`config.mk`:
```
export PLATFORM = sky130hd
export DESIGN_NAME = line_window_feeder_flat
export DESIGN_NICKNAME = d
export VERILOG_FILES = /design/src/rtl/line_window_feeder_if.sv /design/src/rtl/line_window_feeder.sv /design/src/flat_wrapper.sv
export SDC_FILE = /design/constraint.sdc
export NUM_CORES = 1
export LEC_CHECK = 0
export CAP_MARGIN = 20
export CORE_MARGIN = 4
export CORE_UTILIZATION = 40
export CTS_BUF_LIST = sky130_fd_sc_hd__clkbuf_8 sky130_fd_sc_hd__clkbuf_16
export CTS_CLUSTER_DIAMETER = 150
export DETAILED_ROUTE_END_ITERATION = 8
export SETUP_SLACK_MARGIN = 0.4
export SYNTH_ARGS = -nofsm -noshare
export SYNTH_HDL_FRONTEND = slang
export SYNTH_SLANG_ARGS = --single-unit
```
`constraint.sdc`:
```
create_clock -name clk -period 2.7 [get_ports clk]
set_input_delay 0.27 -clock clk [delete_from_list [all_inputs] [get_ports clk]]
set_output_delay 0.27 -clock clk [all_outputs]
set_load 0.05 [all_outputs]
```
`src/rtl/line_window_feeder_if.sv`:
```
// ============================================================================
// line_window_feeder_if : pixel-in / window-column-out bus for line_window_feeder
// Revision : 1.0
// ============================================================================
`default_nettype none

interface line_window_feeder_if #(
  parameter int DATA_W = 1
);
  logic              s_valid;
  logic              s_ready;
  logic [DATA_W-1:0] s_data;
  logic              s_sof;
  logic              m_valid;
  logic              m_ready;
  logic [DATA_W-1:0] m_top;
  logic [DATA_W-1:0] m_mid;
  logic [DATA_W-1:0] m_bot;
  logic [5:0]        m_x;
  logic [5:0]        m_y;
  logic              m_eof;

  modport slave (
    input  s_valid, s_data, s_sof, m_ready,
    output s_ready, m_valid, m_top, m_mid, m_bot, m_x, m_y, m_eof
  );

  modport master (
    output s_valid, s_data, s_sof, m_ready,
    input  s_ready, m_valid, m_top, m_mid, m_bot, m_x, m_y, m_eof
  );
endinterface

`default_nettype wire

```
`src/rtl/line_window_feeder.sv`:
```
// ============================================================================
// line_window_feeder : turns a raster pixel stream into 3-tall window columns
// Revision : 1.0
// ============================================================================
`default_nettype none

module line_window_feeder #(
  parameter int IMG_W  = 8,
  parameter int IMG_H  = 8,
  parameter int DATA_W = 1
) (
  input  wire                  clk,
  input  wire                  rst_n,
  line_window_feeder_if.slave  bus
);

  localparam int         AW     = (IMG_W > 1) ? $clog2(IMG_W) : 1;
  localparam logic [5:0] X_LAST = 6'(IMG_W - 1);
  localparam logic [5:0] Y_LAST = 6'(IMG_H - 1);

  typedef enum logic [1:0] {
    ST_IDLE   = 2'd0,
    ST_PRIME  = 2'd1,
    ST_STREAM = 2'd2
  } state_t;

  state_t            state_q, state_d;
  logic [5:0]        x_q, x_d;
  logic [5:0]        y_q, y_d;
  logic              sel_q, sel_d;
  logic              m_valid_q, m_valid_d;
  logic              m_eof_q, m_eof_d;
  logic [DATA_W-1:0] m_top_q, m_top_d;
  logic [DATA_W-1:0] m_mid_q, m_mid_d;
  logic [DATA_W-1:0] m_bot_q, m_bot_d;
  logic [5:0]        m_x_q, m_x_d;
  logic [5:0]        m_y_q, m_y_d;

  // sel_q=0: buf0 holds line y-1, buf1 holds line y-2 (and is overwritten)
  logic [DATA_W-1:0] buf0_q [IMG_W];
  logic [DATA_W-1:0] buf1_q [IMG_W];

  logic              w_s_ready;
  logic              w_accept;
  logic              w_last_x;
  logic              w_wr_en;
  logic [AW-1:0]     w_idx;
  logic [AW-1:0]     w_wr_idx;
  logic [DATA_W-1:0] w_newer;
  logic [DATA_W-1:0] w_older;

  assign w_s_ready = !m_valid_q || bus.m_ready;
  assign w_accept  = bus.s_valid && w_s_ready;
  assign w_last_x  = (x_q == X_LAST);
  assign w_idx     = x_q[AW-1:0];
  assign w_wr_idx  = bus.s_sof ? '0 : w_idx;
  assign w_wr_en   = w_accept && (bus.s_sof || (state_q != ST_IDLE));
  assign w_newer   = sel_q ? buf1_q[w_idx] : buf0_q[w_idx];
  assign w_older   = sel_q ? buf0_q[w_idx] : buf1_q[w_idx];

  always_ff @(posedge clk) begin
    if (w_wr_en) begin
      if (sel_q) buf0_q[w_wr_idx] <= bus.s_data;
      else       buf1_q[w_wr_idx] <= bus.s_data;
    end
  end

  always_comb begin
    state_d   = state_q;
    x_d       = x_q;
    y_d       = y_q;
    sel_d     = sel_q;
    m_valid_d = m_valid_q && !bus.m_ready;
    m_eof_d   = m_eof_q;
    m_top_d   = m_top_q;
    m_mid_d   = m_mid_q;
    m_bot_d   = m_bot_q;
    m_x_d     = m_x_q;
    m_y_d     = m_y_q;

    if (w_accept) begin
      if (bus.s_sof) begin
        state_d = ST_PRIME;
        x_d     = 6'd1;
        y_d     = 6'd0;
      end else if (state_q != ST_IDLE) begin
        if (w_last_x) begin
          x_d   = 6'd0;
          y_d   = y_q + 6'd1;
          sel_d = ~sel_q;
        end else begin
          x_d = x_q + 6'd1;
        end

        case (state_q)
          ST_PRIME: begin
            if (w_last_x && (y_q == 6'd1)) state_d = ST_STREAM;
          end
          ST_STREAM: begin
            m_valid_d = 1'b1;
            m_top_d   = w_older;
            m_mid_d   = w_newer;
            m_bot_d   = bus.s_data;
            m_x_d     = x_q;
            m_y_d     = y_q;
            m_eof_d   = w_last_x && (y_q == Y_LAST);
            if (w_last_x && (y_q == Y_LAST)) begin
              state_d = ST_IDLE;
              y_d     = 6'd0;
            end
          end
          default: state_d = ST_IDLE;
        endcase
      end
    end
  end

  always_ff @(posedge clk or negedge rst_n) begin
    if (!rst_n) begin
      state_q   <= ST_IDLE;
      x_q       <= 6'd0;
      y_q       <= 6'd0;
      sel_q     <= 1'b0;
      m_valid_q <= 1'b0;
      m_eof_q   <= 1'b0;
      m_top_q   <= '0;
      m_mid_q   <= '0;
      m_bot_q   <= '0;
      m_x_q     <= 6'd0;
      m_y_q     <= 6'd0;
    end else begin
      state_q   <= state_d;
      x_q       <= x_d;
      y_q       <= y_d;
      sel_q     <= sel_d;
      m_valid_q <= m_valid_d;
      m_eof_q   <= m_eof_d;
      m_top_q   <= m_top_d;
      m_mid_q   <= m_mid_d;
      m_bot_q   <= m_bot_d;
      m_x_q     <= m_x_d;
      m_y_q     <= m_y_d;
    end
  end

  assign bus.s_ready = w_s_ready;
  assign bus.m_valid = m_valid_q;
  assign bus.m_eof   = m_eof_q;
  assign bus.m_top   = m_top_q;
  assign bus.m_mid   = m_mid_q;
  assign bus.m_bot   = m_bot_q;
  assign bus.m_x     = m_x_q;
  assign bus.m_y     = m_y_q;

endmodule

`default_nettype wire

```
`src/flat_wrapper.sv`:
```
// flat-port wrapper written by rule: the top's interface ports become plain ports
module line_window_feeder_flat 
#(
  parameter int IMG_W  = 8,
  parameter int IMG_H  = 8,
  parameter int DATA_W = 1
)
  (clk, rst_n, bus_s_valid, bus_s_data, bus_s_sof, bus_m_ready, bus_s_ready, bus_m_valid, bus_m_top, bus_m_mid, bus_m_bot, bus_m_x, bus_m_y, bus_m_eof);
  line_window_feeder_if #(.DATA_W(DATA_W)) bus_i ();
  input  wire clk;
  input  wire rst_n;
  input wire logic [$bits(bus_i.s_valid)-1:0] bus_s_valid;
  input wire logic [$bits(bus_i.s_data)-1:0] bus_s_data;
  input wire logic [$bits(bus_i.s_sof)-1:0] bus_s_sof;
  input wire logic [$bits(bus_i.m_ready)-1:0] bus_m_ready;
  output wire logic [$bits(bus_i.s_ready)-1:0] bus_s_ready;
  output wire logic [$bits(bus_i.m_valid)-1:0] bus_m_valid;
  output wire logic [$bits(bus_i.m_top)-1:0] bus_m_top;
  output wire logic [$bits(bus_i.m_mid)-1:0] bus_m_mid;
  output wire logic [$bits(bus_i.m_bot)-1:0] bus_m_bot;
  output wire logic [$bits(bus_i.m_x)-1:0] bus_m_x;
  output wire logic [$bits(bus_i.m_y)-1:0] bus_m_y;
  output wire logic [$bits(bus_i.m_eof)-1:0] bus_m_eof;
  assign bus_i.s_valid = bus_s_valid;
  assign bus_i.s_data = bus_s_data;
  assign bus_i.s_sof = bus_s_sof;
  assign bus_i.m_ready = bus_m_ready;
  assign bus_s_ready = bus_i.s_ready;
  assign bus_m_valid = bus_i.m_valid;
  assign bus_m_top = bus_i.m_top;
  assign bus_m_mid = bus_i.m_mid;
  assign bus_m_bot = bus_i.m_bot;
  assign bus_m_x = bus_i.m_x;
  assign bus_m_y = bus_i.m_y;
  assign bus_m_eof = bus_i.m_eof;
  line_window_feeder #(.IMG_W(IMG_W), .IMG_H(IMG_H), .DATA_W(DATA_W)) u_core (.clk(clk), .rst_n(rst_n), .bus(bus_i));
endmodule
```
Yosys cells after proc, flatten, opt, wreduce, memory -nomap -nowiden. Memories as Yosys holds them, arrays and structs flattened. Cells that the tools add are included.

Register bits: 32. RAM bits: 16. Bits of input ports: 6. Output and inout bits: 18. Logic and storage cells: 65. Memories: 2.

Memories: u_core.buf0_q (words 8, bits a word 1, rd ports 1, clocked after memory_dff 0, wr ports 1, RTL line line_window_feeder.sv:40) `logic [DATA_W-1:0] buf0_q [IMG_W];`; u_core.buf1_q (words 8, bits a word 1, rd ports 1, clocked after memory_dff 0, wr ports 1, RTL line line_window_feeder.sv:41) `logic [DATA_W-1:0] buf1_q [IMG_W];`.

Add/sub/neg operators: 2. Equal/unequal tests: 7. Muxes and demuxes: 26. Bitwise logic cells: 2. Reduce and logical (&&, ||, !) cells: 15.

Operator list (number): $mux 6 (8); $add 6x1->6 const B (2); $eq 6x3->1 const B (2); $mux 1 (12); $reduce_and 4->1 (3); $mux 2 (4); $eq 6x1->1 const B (1); $ne 3x2->1 const B (2); $logic_and 1x1->1 (5); $pmux 2 s2 (1); $reduce_bool 2->1 (2); $mux 3 (1); $eq 2x1->1 const B (1); $eq 2x2->1 const B (1); $logic_not 1->1 (2); $logic_or 1x1->1 (2); $not 1->1 (2); $reduce_and 2->1 (1).

Longest topological paths before layout. Gate-level depths: netlist of the first run.

Depth in word-level cells: 6. Mapped depth: 7. Mapped depth without buffers: 6.

Worst setup path before layout of the first run. OpenSTA, ideal clock, no wires.

Kind: flip-flop to flip-flop. Start point: register u_core.m_valid_q, in the netlist u_core.bus.m_valid. End point: register u_core.m_eof_q, in the netlist u_core.bus.m_eof. Setup time: 0.125 ns. Arrival time: 2.049 ns. Required time: 2.575 ns. Setup slack: 0.526 ns. Stages on the path, launching flop included: 8. Buffers on the path: 2. Clock period less this slack: 2.174 ns. Cells stage by stage: dfrtp_1 > nor2b_1 > inv_2 > nand2_1 > or3_1 > buf_2 > buf_6 > mux2_2.

Word-level cells in the longest chain between the ends: 4.

Ends and longest elaborated chain: start, declared (RTL line line_window_feeder.sv:31) `logic m_valid_q, m_valid_d;`; start signal, assigned (RTL line line_window_feeder.sv:136) `m_valid_q <= m_valid_d;`; $logic_not 1->1 (RTL line line_window_feeder.sv:52) `assign w_s_ready = !m_valid_q || bus.m_ready;`; $logic_or 1x1->1 (RTL line line_window_feeder.sv:52); named net bus_s_ready (RTL line flat_wrapper.sv:16) `output wire logic [$bits(bus_i.s_ready)-1:0] bus_s_ready;`; $logic_and 1x1->1 (RTL line line_window_feeder.sv:53) `assign w_accept = bus.s_valid && w_s_ready;`; $reduce_and 4->1 (no line); end signal, assigned (RTL line line_window_feeder.sv:137) `m_eof_q <= m_eof_d;`; end, declared (RTL line line_window_feeder.sv:32) `logic m_eof_q, m_eof_d;`.

The timed path passes the listed nets, and every way through them passes these cells. A chain may end at the register's enable or synchronous reset.

Worst setup path in the final report of the first run.
Start point: register u_core.m_valid_q, in the netlist u_core.bus.m_valid. End point: output port bus_s_ready.

Word-level cells in the longest chain between the ends: 2.

Ends and longest elaborated chain (RTL line): $logic_not 1->1 (line_window_feeder.sv:52); $logic_or 1x1->1 (line_window_feeder.sv:52); end, declared (flat_wrapper.sv:16).

No other way between the ends.

==> results of run 1 <==
[metal layers]
metal / part of all wire (%) / wire length (um) / up-vias / global-route usage, %
met4: 0.62 / 29 / 0 / 3.885
met1: 51 / 2406 / 788 / 20.98
li1: - / - / 795 / -
met3: 3.8 / 179 / 2 / 2.650
met2: 44 / 2095 / 31 / 21.00
met5: 0 / 0 / - / 0
[report_power, final]
part | internal (mW) | total, mW | switching, mW
Clock | 0.270 | 0.505 | 0.235
Combinational | 0.175 | 0.419 | 0.244
Sequential | 0.815 | 0.908 | 0.0927
Total | 1.26 | 1.83 | 0.572
[metrics by stage]
stage,setup WS (ns),utilization [%],hold WS (ns),cell area (um2),cells
after floorplan,0.5258,-,-0.02559,2356,200
after global placement,0.4111,47.61,0.4873,2670,291
after detailed placement,0.3843,47.61,0.4923,2670,291
after CTS,0.5694,49.51,0.3724,2776,299
after global routing,0.4721,49.51,0.3922,2776,299
final,0.5746,49.51,0.3624,2776,299
[cells by family (layout without fill, tap and decap cells)]
| group | count (synthesis) | count (layout) | synth area share, % |
|---|---|---|---|
| and+or+nand+nor | 74 | 74 | 16.68 |
| muxes | 25 | 25 | 13.60 |
| xor gates and xnor gates | 3 | 3 | 1.115 |
| buffers and inverters | 19 | 46 | 3.770 |
| AOI/OAI and AO/OA | 28 | 28 | 8.869 |
| DFF | 48 | 48 | 54.38 |
| adders and majority gates | 3 | 3 | 1.593 |
[critical path: cells and delay by family, from the launching register on]
| family | cells | cell delay (ns) |
|---|---|---|
| buffers and inverters | 2 | 0.86 |
| AND/OR/NAND/NOR | 1 | 0.34 |
| flip-flops | 1 | 0.36 |
[synth_stat cells, types with 2 or more instances]
cell type,n
dfrtp_1,32
nor2_1,22
edfxtp_1,16
mux2_2,16
nand2_1,12
nand3_1,7
clkbuf_1,6
inv_1,6
o21ai_0,6
a21oi_1,5
mux2i_1,5
nor3_1,5
nor4_1,5
mux4_2,4
nand2b_1,4
or3_1,4
a211oi_1,3
ha_1,3
nor2b_1,3
o31ai_1,3
or4_1,3
a221o_1,2
buf_2,2
buf_6,2
inv_2,2
o21bai_1,2
o41a_1,2
xnor2_1,2
[sequential cells by signal, indices dropped and copies added (netlist names)]
signal / cells
u_core.buf0_q: 8
u_core.buf1_q: 8
u_core.bus.m_bot: 1
u_core.bus.m_eof: 1
u_core.bus.m_mid: 1
u_core.bus.m_top: 1
u_core.bus.m_valid: 1
u_core.bus.m_x: 6
u_core.bus.m_y: 6
u_core.sel_q: 1
u_core.state_q: 2
u_core.x_q: 6
u_core.y_q: 6
[final timing paths]
kind                                    start                 to  depth (start not counted)
max in group asynchronous               rst_n  u_core.bus.m_y[2]                          2
min reg2reg                  u_core.bus.m_bot   u_core.bus.m_bot                          1
min in group clk             u_core.bus.m_bot   u_core.bus.m_bot                          1
min                                     rst_n  u_core.bus.m_x[3]                          2
max reg2reg                     u_core.x_q[2]      u_core.y_q[2]                          4
max                        u_core.bus.m_valid        bus_s_ready                          3
[final cells by class]
type | instances | area (um2) | share of cell area (%)
multi-input combinational | 133 | 985.9 | 35.51
clock buffer | 5 | 68.82 | 2.479
sequential | 48 | 1281 | 46.15
timing repair buffer | 30 | 282.8 | 10.18
inverter | 8 | 30.03 | 1.082
tap | 72 | 90.09 | 3.245
clock inverter | 3 | 37.54 | 1.352
==> qor.yml, run 1 <==
h-tree-depth: 2
syn_avg_cell_area_um2: 11.78
setup_viol: 0
cts_tree: "done"
synthArstFlopShare_pct: 66.67
synth_area_leaders: "dfrtp_1 (34%), edfxtp_1 (20%), mux2_2 (7.6%), mux4_2 (3.8%), nor2_1 (3.5%)"
synth_top_area_share_pct: 33.99
die_h_um: 84.75
netlist_area_mm2: 0.002356
die_area_mm2: 0.007182
critPathKind: "flop to output port"
hold_class: "input pin to asynchronous set/reset pin"
fin_skew_ns: 0.004560
drt_iter0_drc: 106
drv_cap: 0
post_cts_buffers: 0
gr-usage-all-layers_pct: 14.10
fillers: 544
p_leak_nw: 1.095
antenna_found_initial: 0
crit_path_top_delay_cell: "clkdlybuf4s50_1"
grt_pass1_vias: 1608
regToRegSetupSlack_ns: 0.78
grt_max_degree: 33
powerDensity_mw_per_mm2: 659.7
layout_commonest_cell: "dfrtp_1"
ctsRootBufferMaster: "clkbuf_8"
clk_path_buf_depth: 2
worst_pin_slew_ns: 0.5642
syn_to_final_growth_pct: 17.84
seq_area_frac_synth_pct: 54.38
outcome: "finished, final reports clean"
hold_viol: 0
cts_hold_buffers: 0
nets: 235
slew_headroom_pct: 62.38
drive_gt1_share_pct: 17.62
synth.distinct_cells: 44
n_antenna_cell: 0
slowest_delay_ns: 0.73
die_w_um: 84.75
routabilityCongestion: 0.7748
clk_pin_slew_ns: 0.09
dr.pass1.iters: 4
synthCells: 200
crit_arrival_ns: 1.86
drv_slew: 0
final_cell_mix: "dfrtp_1 (32), clkdlybuf4s50_1 (23), nor2_1 (22), mux2_2 (16), edfxtp_1 (16)"
synth-edff-count: 16
power.total_mw: 1.832
synth_flop_cell: "dfrtp_1"
antenna_left: 0
yosys.area.top_type: "dfrtp_1"
detailed_place_hpwl_mm: 3.274
worst_setup_path_start_kind: "flop"
rsz0062_at_grt: "no"
ctsResizeCount: 0
wl_per_cell_um: 15.76
endpoint_kind: "output port"
ys_ff_latch: 48
clk_latency_ns: 0.29
ir_drop_mv: 0.3544
clock-sinks: 48
via_per_inst: 5.405
initial_utilization_pct: 42.01
yosysWarningCount: 0
fin_crit_sh_pct: 78.72
io_pins: 24
routed_wl_mm: 4.711
fin_crit_ns: 2.125
core_mm2: 0.005608
critPathRequiredTime_ns: 2.43
syn_nets: 209
rows: 27
grt-ovfl-total: 0
path_cells: "nor2b_1 -> inv_2 -> clkdlybuf4s50_1"
fin_tns_setup_ns: 0
grt_pass1_wl_mm: 8.135
cts_buffers: 5
route.detailed.drc: 0
max_freq_mhz: 470.5
portBuffers: 23
crit_fanout: 8
num_vias: 1616
Note: power is estimated with default switching activity, not from simulation.
==> inputs of run 2 (changes only) <==
==> constraint.sdc (replaced) <==
create_clock -name clk -period 2.2 [get_ports clk]
set_input_delay 0.22 -clock clk [delete_from_list [all_inputs] [get_ports clk]]
set_output_delay 0.22 -clock clk [all_outputs]
set_load 0.05 [all_outputs]
==> run 2 against run 1 <==
Against the previous run: clock-buffer cell count did not move; wire length is 2.0% higher; sequential cell count unchanged; register-to-register slack got worse by 0.33 ns; clock skew grew 0.0051 ns; non-clock buffer count up 9; setup slack got worse by 0.13 ns; sequential power rose by 19%; largest power group unchanged.
==> qor.yml, run 2 (same netlist as run 1, synthesis figures left out) <==
cts_hold_buffers: 0  # unchanged
cts_buffers: 5  # unchanged
drt_iter0_drc: 108  # +1.9%
slowest_delay_ns: 0.53  # -0.20 ns
wl_met2_mm: 2.131  # +1.7%
slew_headroom_pct: 62.91  # +0.52 points
fin_tns_setup_ns: 0  # unchanged
placed_cell_area_mm2: 0.002716  # +1.7%
core_mm2: 0.005608  # unchanged
die_area_mm2: 0.007182  # unchanged
critPathRequiredTime_ns: 2.23  # -0.20 ns
endpoint_kind: "flop"
p_leak_nw: 1.143  # +4.3%
detailed_place_hpwl_mm: 3.285  # +0.36%
drv_slew: 0  # unchanged
clk_pin_slew_ns: 0.09  # about the same
portBuffers: 23  # unchanged
die_w_um: 84.75  # unchanged
ctsRootBufferMaster: "clkbuf_8"
fin_ws_ns: 0.4420  # -0.1326 ns
worst_setup_path_start_kind: "input pin"
fin_crit_sh_pct: 79.91
dp_slack_ns: 0.09173  # -0.2925 ns
dr.pass1.iters: 4  # unchanged
cts_tree: "done"
die_h_um: 84.75  # unchanged
via_per_inst: 5.412  # +0.14%
route.met3.wl_um: 216  # +21%
grt_max_degree: 33  # unchanged
fin_crit_ns: 1.758
h-tree-depth: 2  # unchanged
critPathKind: "input pin to flop"
fin_cells: 308  # +3.0%
n_antenna_cell: 0  # unchanged
power_frac_comb_pct: 27.8  # +4.9 points
swShare_pct: 33.37  # +2.2 points
num_vias: 1667  # +3.2%
route.detailed.drc: 0  # unchanged
switchingPower_uw: 741.3  # +30%
crit_path_top_delay_cell: "or4_4"
internal_power_mw: 1.480  # +17%
antenna_left: 0  # unchanged
syn_to_final_growth_pct: 23.42
gr-usage-all-layers_pct: 14.06  # -0.035 points
crit_fanout: 4  # -4
worst_pin_slew_ns: 0.5546  # -0.009607 ns
setup_viol: 0  # unchanged
crit_arrival_ns: 1.78  # -0.08 ns
rsz0062_at_grt: "yes"
rows: 27  # unchanged
grt_pass1_vias: 1593  # -0.93%
fin_skew_ns: 0.009620  # +0.005060 ns
routed_wl_mm: 4.805  # +2.0%
fin_area_mm2: 0.002908  # +4.7%
nets: 244  # +3.8%
hold_class: "input pin to asynchronous set/reset pin"
drv_cap: 0  # unchanged
outcome: "finished, final reports clean"
routabilityCongestion: 0.8068  # +4.1%
wl_per_cell_um: 15.60  # -0.99%
path_cells: "clkdlybuf4s50_1 -> inv_2 -> or4_4 -> or3_4 -> nor2_2"
clk_path_buf_depth: 2  # unchanged
antenna_found_initial: 0  # unchanged
dp_cells: 296  # +1.7%
multi_input_area_mm2: 0.001066  # +8.1%
grt-ovfl-total: 0  # unchanged
layout_commonest_cell: "dfrtp_1"
met1_length_mm: 2.377  # -1.2%
powerDensity_mw_per_mm2: 764.0  # +16%
largest_registers: "u_core.buf0_q: 8 flops, u_core.buf1_q: 8 flops"
clk_latency_ns: 0.31  # +0.02 ns
regArea_mm2: 0.001282  # about the same
grt_pass1_wl_mm: 8.024  # -1.4%
ir_drop_mv: 0.3513  # -0.87%
io_pins: 24  # unchanged
power_frac_seq_pct: 48.8  # -0.8 points
hold_viol: 0  # unchanged
fillers: 533  # -2.0%
final_cell_mix: "dfrtp_1 (31), clkdlybuf4s50_1 (22), edfxtp_1 (16)"
initial_utilization_pct: 42.01  # unchanged
max_freq_mhz: 568.8
clock-sinks: 48  # unchanged
power.total_mw: 2.222  # +21%
routed.top_layer: "met4"
p_clk_share_pct: 23.4  # -4.2 points
drive_gt1_share_pct: 29.24  # +12 points
==> run 2: changes by cell type in the layout (fill, tap and decap cells not counted), moves of 2 or more <==
| cell | previous run | this run |
|---|---|---|
| or3_4 | 0 | 2 |
| or3_1 | 4 | 2 |
| clkinv_1 | 2 | 0 |
| nor2_1 | 22 | 15 |
| nor2_2 | 0 | 7 |
| buf_4 | 7 | 15 |
| clkinv_2 | 0 | 2 |
==> run 2: power by group through the flow <==
stage,registers [mW],logic (mW),clock network [mW]
2_1_floorplan,1.15,0.319,0
3_3_place_gp,1.10,0.571,0
3_5_place_dp,1.10,0.568,0
4_1_cts,1.08,0.582,0.539
5_1_grt,1.10,0.674,0.584
6_report,1.08,0.617,0.520
==> run 2: repair_timing <==
| action | 4_1_cts | 5_1_grt |
|---|---|---|
| setup endpoints to repair | 8 | 16 |
| gates cloned | 0 | 1 |
| resized for setup | 3 | 15 |
| buffers inserted | 2 | 1 |
==> run 2: area by class of cell <==
cell class / instances / share of cell area (%)
clock buffer: 5 / 2.367
clock inverter: 3 / 0.6454
inverter: 8 / 1.119
multi-input combinational: 133 / 36.66
sequential: 48 / 44.10
tap: 72 / 3.098
timing repair buffer: 39 / 12.01
==> run 2: worst paths after layout <==
kind,startpoint,to,slack [ns],cells past startpoint
max in group asynchronous,rst_n,u_core.bus.m_valid,1.57,2
worst max register to register,u_core.x_q[4],u_core.y_q[5],0.45,4
worst min register to register,u_core.bus.m_x[2],u_core.bus.m_x[2],0.51,1
worst min-delay path,rst_n,u_core.bus.m_x[0],0.31,2
min in group clk,u_core.bus.m_x[2],u_core.bus.m_x[2],0.51,1
worst max-delay path,bus_s_valid,u_core.buf1_q[1],0.44,5
==> run 2: per-stage QoR <==
stage	hold slack (ns)	utilization, %
after global placement	0.4872	48.44
final	0.3119	51.85
after global routing	0.3504	51.85
after CTS	0.3129	50.42
after detailed placement	0.4934	48.44
after floorplan	-0.07559	-
==> run 2: routing by layer <==
metal,global-route usage (%),vias to the layer above
met5,0,-
met4,5.180,0
met3,3.238,6
met2,20.64,35
met1,20.26,817
li1,-,809
==> run 2: critical path, delay by kind of cell <==
| kind | cells | cell delay (ns) |
|---|---|---|
| AND/OR/NAND/NOR | 3 | 1.01 |
| buffers and inverters | 2 | 0.56 |
==> variant 1: new RTL, settings of run 2 <==
`IMG_H` is set to 8 in 2 places; all go to 4.
--- a/src/rtl/line_window_feeder.sv
+++ b/src/rtl/line_window_feeder.sv
@@ -6,7 +6,7 @@
 
 module line_window_feeder #(
   parameter int IMG_W  = 8,
-  parameter int IMG_H  = 8,
+  parameter int IMG_H  = 4,
   parameter int DATA_W = 1
 ) (
   input  wire                  clk,
--- a/src/flat_wrapper.sv
+++ b/src/flat_wrapper.sv
@@ -2,7 +2,7 @@
 module line_window_feeder_flat 
 #(
   parameter int IMG_W  = 8,
-  parameter int IMG_H  = 8,
+  parameter int IMG_H  = 4,
   parameter int DATA_W = 1
 )
   (clk, rst_n, bus_s_valid, bus_s_data, bus_s_sof, bus_m_ready, bus_s_ready, bus_m_valid, bus_m_top, bus_m_mid, bus_m_bot, bus_m_x, bus_m_y, bus_m_eof);
Behaviour: no difference found for any inputs over 10 cycles, from zero or initial values and one cycle with rst_n low; that may be too few to reach the edited logic, so the function may still have changed.
==> variant 1 against run 2 <==
Global-route usage decreased by 0.18 points; setup slack improved by 31 ps; sequential cell count unchanged; critical path depth decreased by 2; area after synthesis decreased by 2.2%; wire length decreased by 2.5%; total power decreased by 2.5%; final area decreased by 3.1%; largest cell class unchanged.
==> variant 1: results (changes against run 2) <==
STA
  – Tcrit/Tclk final: 78.5% (-1.4 points)
  – Worst Max-Slew Pin Slew: 525 ps (-29.4 ps)
  – Clock skew: 6.66 ps (-2.96 ps)
  – WHS: 314 ps (+2.50 ps)

Power
  – Pleak: 1.14 nW (-0.12%)
  – Maximum vdd ir drop: 0.295 mV (-16%)

Worst setup path
  – Critical path class: flop to flop
  – Crit path largest cell delay: 610 ps (+80 ps)
  – R2r setup slk: 470 ps (+20 ps)
  – R2r startpoint: u_core.state_q[0]
  – Slowest stage cell, crit path: or4_4
  – CP arrival: 1920 ps (+140 ps)
  – Crit Path Max Fanout: 23 (+19)

Final layout
  – # fillers: 520 (-2.4%)
  – Final Net Count: 242 (-0.82%)
  – Finished Layout Cells: 306 (-0.65%)
  – Biggest regs: u_core.buf0_q (8), u_core.buf1_q (8)
  – Layout cells sized above 1: 20.5% (-8.7 points)

Place
  – Post-DP Area: 2680 um^2 (-1.3%)
  – Detailed Place HPWL: 3230 um (-1.6%)
  – Routability Congestion: 0.800 (-0.88%)
  – Pre-CTS setup slack: 253 ps (+161 ps)
  – Placed instance count: 296 (unchanged)
  – IO buf count: 23 (unchanged)

Detailed routing
  – Routed wire length: 4690 um (-2.5%)
  – Initial DRC Count: 108 (unchanged)
  – Routed vias/inst: 5.27 (-2.6%)
  – DR pass1 iterations: 4 (unchanged)

GRT
  – M2 GR Usage: 21.2% (+0.55 points)
  – GR Util met1: 19.7% (-0.53 points)
  – Overall routing resource usage: 13.9% (-0.18 points)
  – Largest net degree at the start of global routing: 33 (unchanged)
  – First-pass GRT wire length: 7830 um (-2.4%)
  – Vias in the first global route: 1543 (-3.1%)
  – Met3 Resource Use GR: 2.67% (-0.57 points)

Clock network
  – Clock Latency Late Sink: 300 ps
  – Clock Tree Buf Depth: 2 (unchanged)
  – TritonCTS Buffers: 5 (unchanged)
  – H-Tree Depth: 2 (unchanged)
  – Root Driver: clkbuf_8

Status
  – Status: finished, final reports clean

Synthesis
  – Ranking of synthesized cells by area: dfrtp_1 35%, edfxtp_1 21%, mux2_4 4.6%
  – Library cells used by synthesis: 44 (unchanged)
  – Post-Syn Nets: 207 (-0.96%)
  – Commonest cells in the synthesized netlist: 32 x dfrtp_1, 20 x nand2_1, 16 x edfxtp_1, 16 x nor2_1, 14 x o21ai_0
  – Cells after synthesis: 198 (-1.0%)
  – Post-synthesis sequential area ratio: 55.6% (+1.2 points)

Hold path
  – HP Class: input pin to async pin
-- variant 1: layout make-up --
cell class	count	area [um^2]	share of cell area, %
timing repair buffer	37	333	11.8
sequential	48	1280	45.5
clock inverter	3	38.8	1.38
inverter	6	27.5	0.976
multi-input combinational	135	978	34.7
tap	72	90.1	3.20
clock buffer	5	68.8	2.44
-- variant 1: metal layers --
layer	vias to the layer above	wire, um
met5	-	0
met4	0	53
met3	4	218
met2	44	2100
met1	771	2320
li1	794	-
-- variant 1: logic make-up (layout without fill, tap and decap cells) --
group	after synthesis	after routing	share of synthesized area (%)
XOR/XNOR	5	5	1.90
AO/OA/AOI/OAI	30	30	7.82
AND/OR/NAND/NOR	78	78	17.6
multiplexers	19	19	12.2
adder cells (fa/ha/maj)	3	3	1.63
buffers and inverters	15	51	3.20
flip-flops	48	48	55.6
-- variant 1: timing repair --
action                                 in CTS  in global routing
pin swaps                                   0                  1
gates resized for setup                     1                  1
gates cloned                                0                  0
buffers inserted                            0                  2
setup endpoints to repair                   2                 12
endpoints found under the hold margin       0                  0
-- variant 1: where the power goes --
group          internal [mW]  switching, mW  leakage, nW
Clock                  0.333          0.287       0.0593
Combinational          0.205          0.296        0.512
Sequential             0.988         0.0574        0.570
-- variant 1: path summary, 6_finish.rpt --
check / end / cells after the start
max in group asynchronous: u_core.bus.m_valid / 2
worst max register to register: u_core.bus.m_x[4] / 3
worst max-delay path: u_core.bus.m_x[4] / 3
min in group clk: u_core.bus.m_y[2] / 2
worst min-delay path: u_core.bus.m_y[1] / 2
worst min register to register: u_core.bus.m_y[2] / 2
-- variant 1: through the flow --
step / utilization, % / power (mW)
5_1_grt: 50.9 / 2.27
3_5_place_dp: 48.4 / 1.56
6_report: 50.9 / 2.17
3_3_place_gp: 48.4 / 1.56
4_1_cts: 50.5 / 2.17
2_1_floorplan: - / 1.39
-- variant 1: worst max-delay path: cells and delay by family (launching register included) --
| kind | cells | cell delay (ps) |
|---|---|---|
| AND/OR/NAND/NOR | 2 | 830 |
| multiplexers | 1 | 350 |
| flip-flops | 1 | 430 |
==> variant 2: new RTL, config.mk and constraints of run 2 <==
Made on the original files. Take the reset off `x_q` and load it in a clocked block of its own.
--- a/src/rtl/line_window_feeder.sv
+++ b/src/rtl/line_window_feeder.sv
@@ -118,7 +118,6 @@
   always_ff @(posedge clk or negedge rst_n) begin
     if (!rst_n) begin
       state_q   <= ST_IDLE;
-      x_q       <= 6'd0;
       y_q       <= 6'd0;
       sel_q     <= 1'b0;
       m_valid_q <= 1'b0;
@@ -130,7 +129,6 @@
       m_y_q     <= 6'd0;
     end else begin
       state_q   <= state_d;
-      x_q       <= x_d;
       y_q       <= y_d;
       sel_q     <= sel_d;
       m_valid_q <= m_valid_d;
@@ -141,6 +139,10 @@
       m_x_q     <= m_x_d;
       m_y_q     <= m_y_d;
     end
+  end
+
+  always_ff @(posedge clk) begin
+    x_q <= x_d;
   end
 
   assign bus.s_ready = w_s_ready;
Behaviour: no difference found for any inputs over 10 cycles, from zero or initial values and one cycle with rst_n low; that may be too few to reach the edited logic, so the function may still have changed.
==> variant 2 against run 2 <==
Sequential power is 5% higher; maximum frequency is 2.8% lower; worst hold slack worse by 29 ps; area after synthesis is 1.9% higher; setup slack worse by 50 ps; wire length is 0.46% lower; count of clock-buffer cells in the layout stayed put; total power is 0.62% lower; sequential cell count is 3 higher; final area is 0.17% higher; first-iteration DRC count is 25% lower; critical path type is now flop to flop.
==> variant 2: results (changes against run 2) <==
Worst setup path
  – Reg-to-reg endpoint: u_core.state_q[1]
  – CP arrival: 2010 ps (+230 ps)
  – R2r startpoint: u_core.x_q[4]
  – R2r setup slk: 390 ps (-60 ps)

Detailed routing
  – Routed wire length: 4780 um (-0.46%)
  – Vias: 1640 (-1.6%)
  – DR pass1 iterations: 5 (+1)
  – Initial DRC Count: 81 (-25%)

Place
  – Routability Congestion: 0.795 (-1.4%)
  – Detailed Place HPWL: 3290 um (+0.24%)
  – Pre-CTS setup slack: 195 ps (+103 ps)

Synthesis
  – Post-synthesis sequential area ratio: 57.1% (+2.7 points)
  – Synth Area in XOR/XNOR: 1.82% (+0.71 points)
  – Post-Syn Nets: 204 (-2.4%)
  – Multiplexer share of the synthesized area: 11.2% (-2.4 points)
  – Post-synthesis compound-gate area fraction: 7.87% (-1.0 points)
  – Library cells used by synthesis: 49 (+11%)
  – Ranking of synthesized cells by area: edfxtp_1 28%, dfrtp_1 27%, mux2_2 6.6%
  – Post-synth EDFFs: 22 (+6)
  – Commonest cells in the synthesized netlist: 26 x dfrtp_1, 22 x edfxtp_1, 14 x mux2_2, 14 x nor2_1, 12 x nor3_1

Power
  – Power per cell area: 758 nW/um^2 (-0.79%)
  – Maximum vdd ir drop: 0.351 mV (about the same)

Final layout
  – Layout cells sized above 1: 23.1% (-6.1 points)

GRT
  – First-pass GRT wire length: 8160 um (+1.7%)
  – Vias in the first global route: 1700 (+6.7%)
  – Largest net degree at the start of global routing: 27 (-18%)
  – Overall routing resource usage: 14.3% (+0.26 points)

Status
  – Status: finished, final reports clean

STA
  – Clock skew: 13.0 ps (+3.33 ps)
  – Tcrit/Tclk final: 82.2% (+2.3 points)
  – Worst Max-Slew Pin Slew: 501 ps (-54.0 ps)
variant 2: cell count changes after synthesis, moves of 3 or more:
cell	delta
nor3_1	+7
edfxtp_1	+6
a211oi_1	-3
and2_1	+3
dfxtp_1	+3
dfrtp_1	-6
nor2_1	-8
mux2i_1	-3
a21oi_1	-3
variant 2: metrics by stage:
| stage | instances | utilization [%] | area (um^2) | hold WS (ps) |
|---|---|---|---|---|
| after floorplan | 195 | - | 2410 | -75.6 |
| after global placement | 288 | 48.5 | 2750 | 466 |
| after detailed placement | 288 | 48.5 | 2750 | 477 |
| after CTS | 298 | 50.8 | 2880 | 287 |
| after global routing | 301 | 51.3 | 2910 | 296 |
| final | 301 | 51.3 | 2910 | 283 |
variant 2: logic make-up after synthesis:
group	after synthesis
AO/OA/AOI/OAI	26
XOR/XNOR	5
adder cells (fa/ha/maj)	3
buffers and inverters	17
flip-flops	51
multiplexers	20
AND/OR/NAND/NOR	73
variant 2: area by class of cell:
class                           instances  area [um^2]
Fill cell                             509         2760
Sequential cell                        51         1370
Multi-Input combinational cell        127          966
Timing Repair Buffer                   37          345
Tap cell                               72         90.1
Clock buffer                            5         68.8
Clock inverter                          3         43.8
Inverter                                6         26.3
variant 2: per-layer routing:
metal / up-vias / wire length (um) / global-route usage [%]
met1: 798 / 2220 / 19.4
met5: - / 0 / 0
li1: 783 / - / -
met3: 12 / 226 / 3.30
met2: 47 / 2210 / 21.4
met4: 0 / 129 / 7.34
variant 2: how the worst max path moves through the flow:
| stage | startpoint | endpoint | slack, ps | cells after the start |
|---|---|---|---|---|
| floorplan | u_core.bus.m_valid | u_core.bus.m_bot | 250 | 5 |
| global placement | bus_s_valid | u_core.buf1_q[2] | 180 | 5 |
| detailed placement | bus_s_valid | u_core.buf1_q[2] | 190 | 5 |
| CTS | u_core.x_q[5] | u_core.state_q[1] | 420 | 5 |
| global route | u_core.x_q[4] | u_core.state_q[1] | 340 | 4 |
| finish | u_core.x_q[4] | u_core.state_q[1] | 390 | 4 |
variant 2: worst max-delay path: stages, from the launching register on:
cell and delay (ps):
edfxtp_1 480, nor4b_4 430, nand4_1 190, or4_1 520
o221ai_1 100
variant 2: what timing repair did:
action,in CTS,in global routing
pin swaps,1,5
gates resized for setup,0,3
setup buffers,2,3
endpoints found under the setup margin,5,8
variant 2: power by group:
group	internal, mW	switching, mW
Combinational	0.171	0.253
Clock	0.339	0.315
Sequential	1.06	0.0664
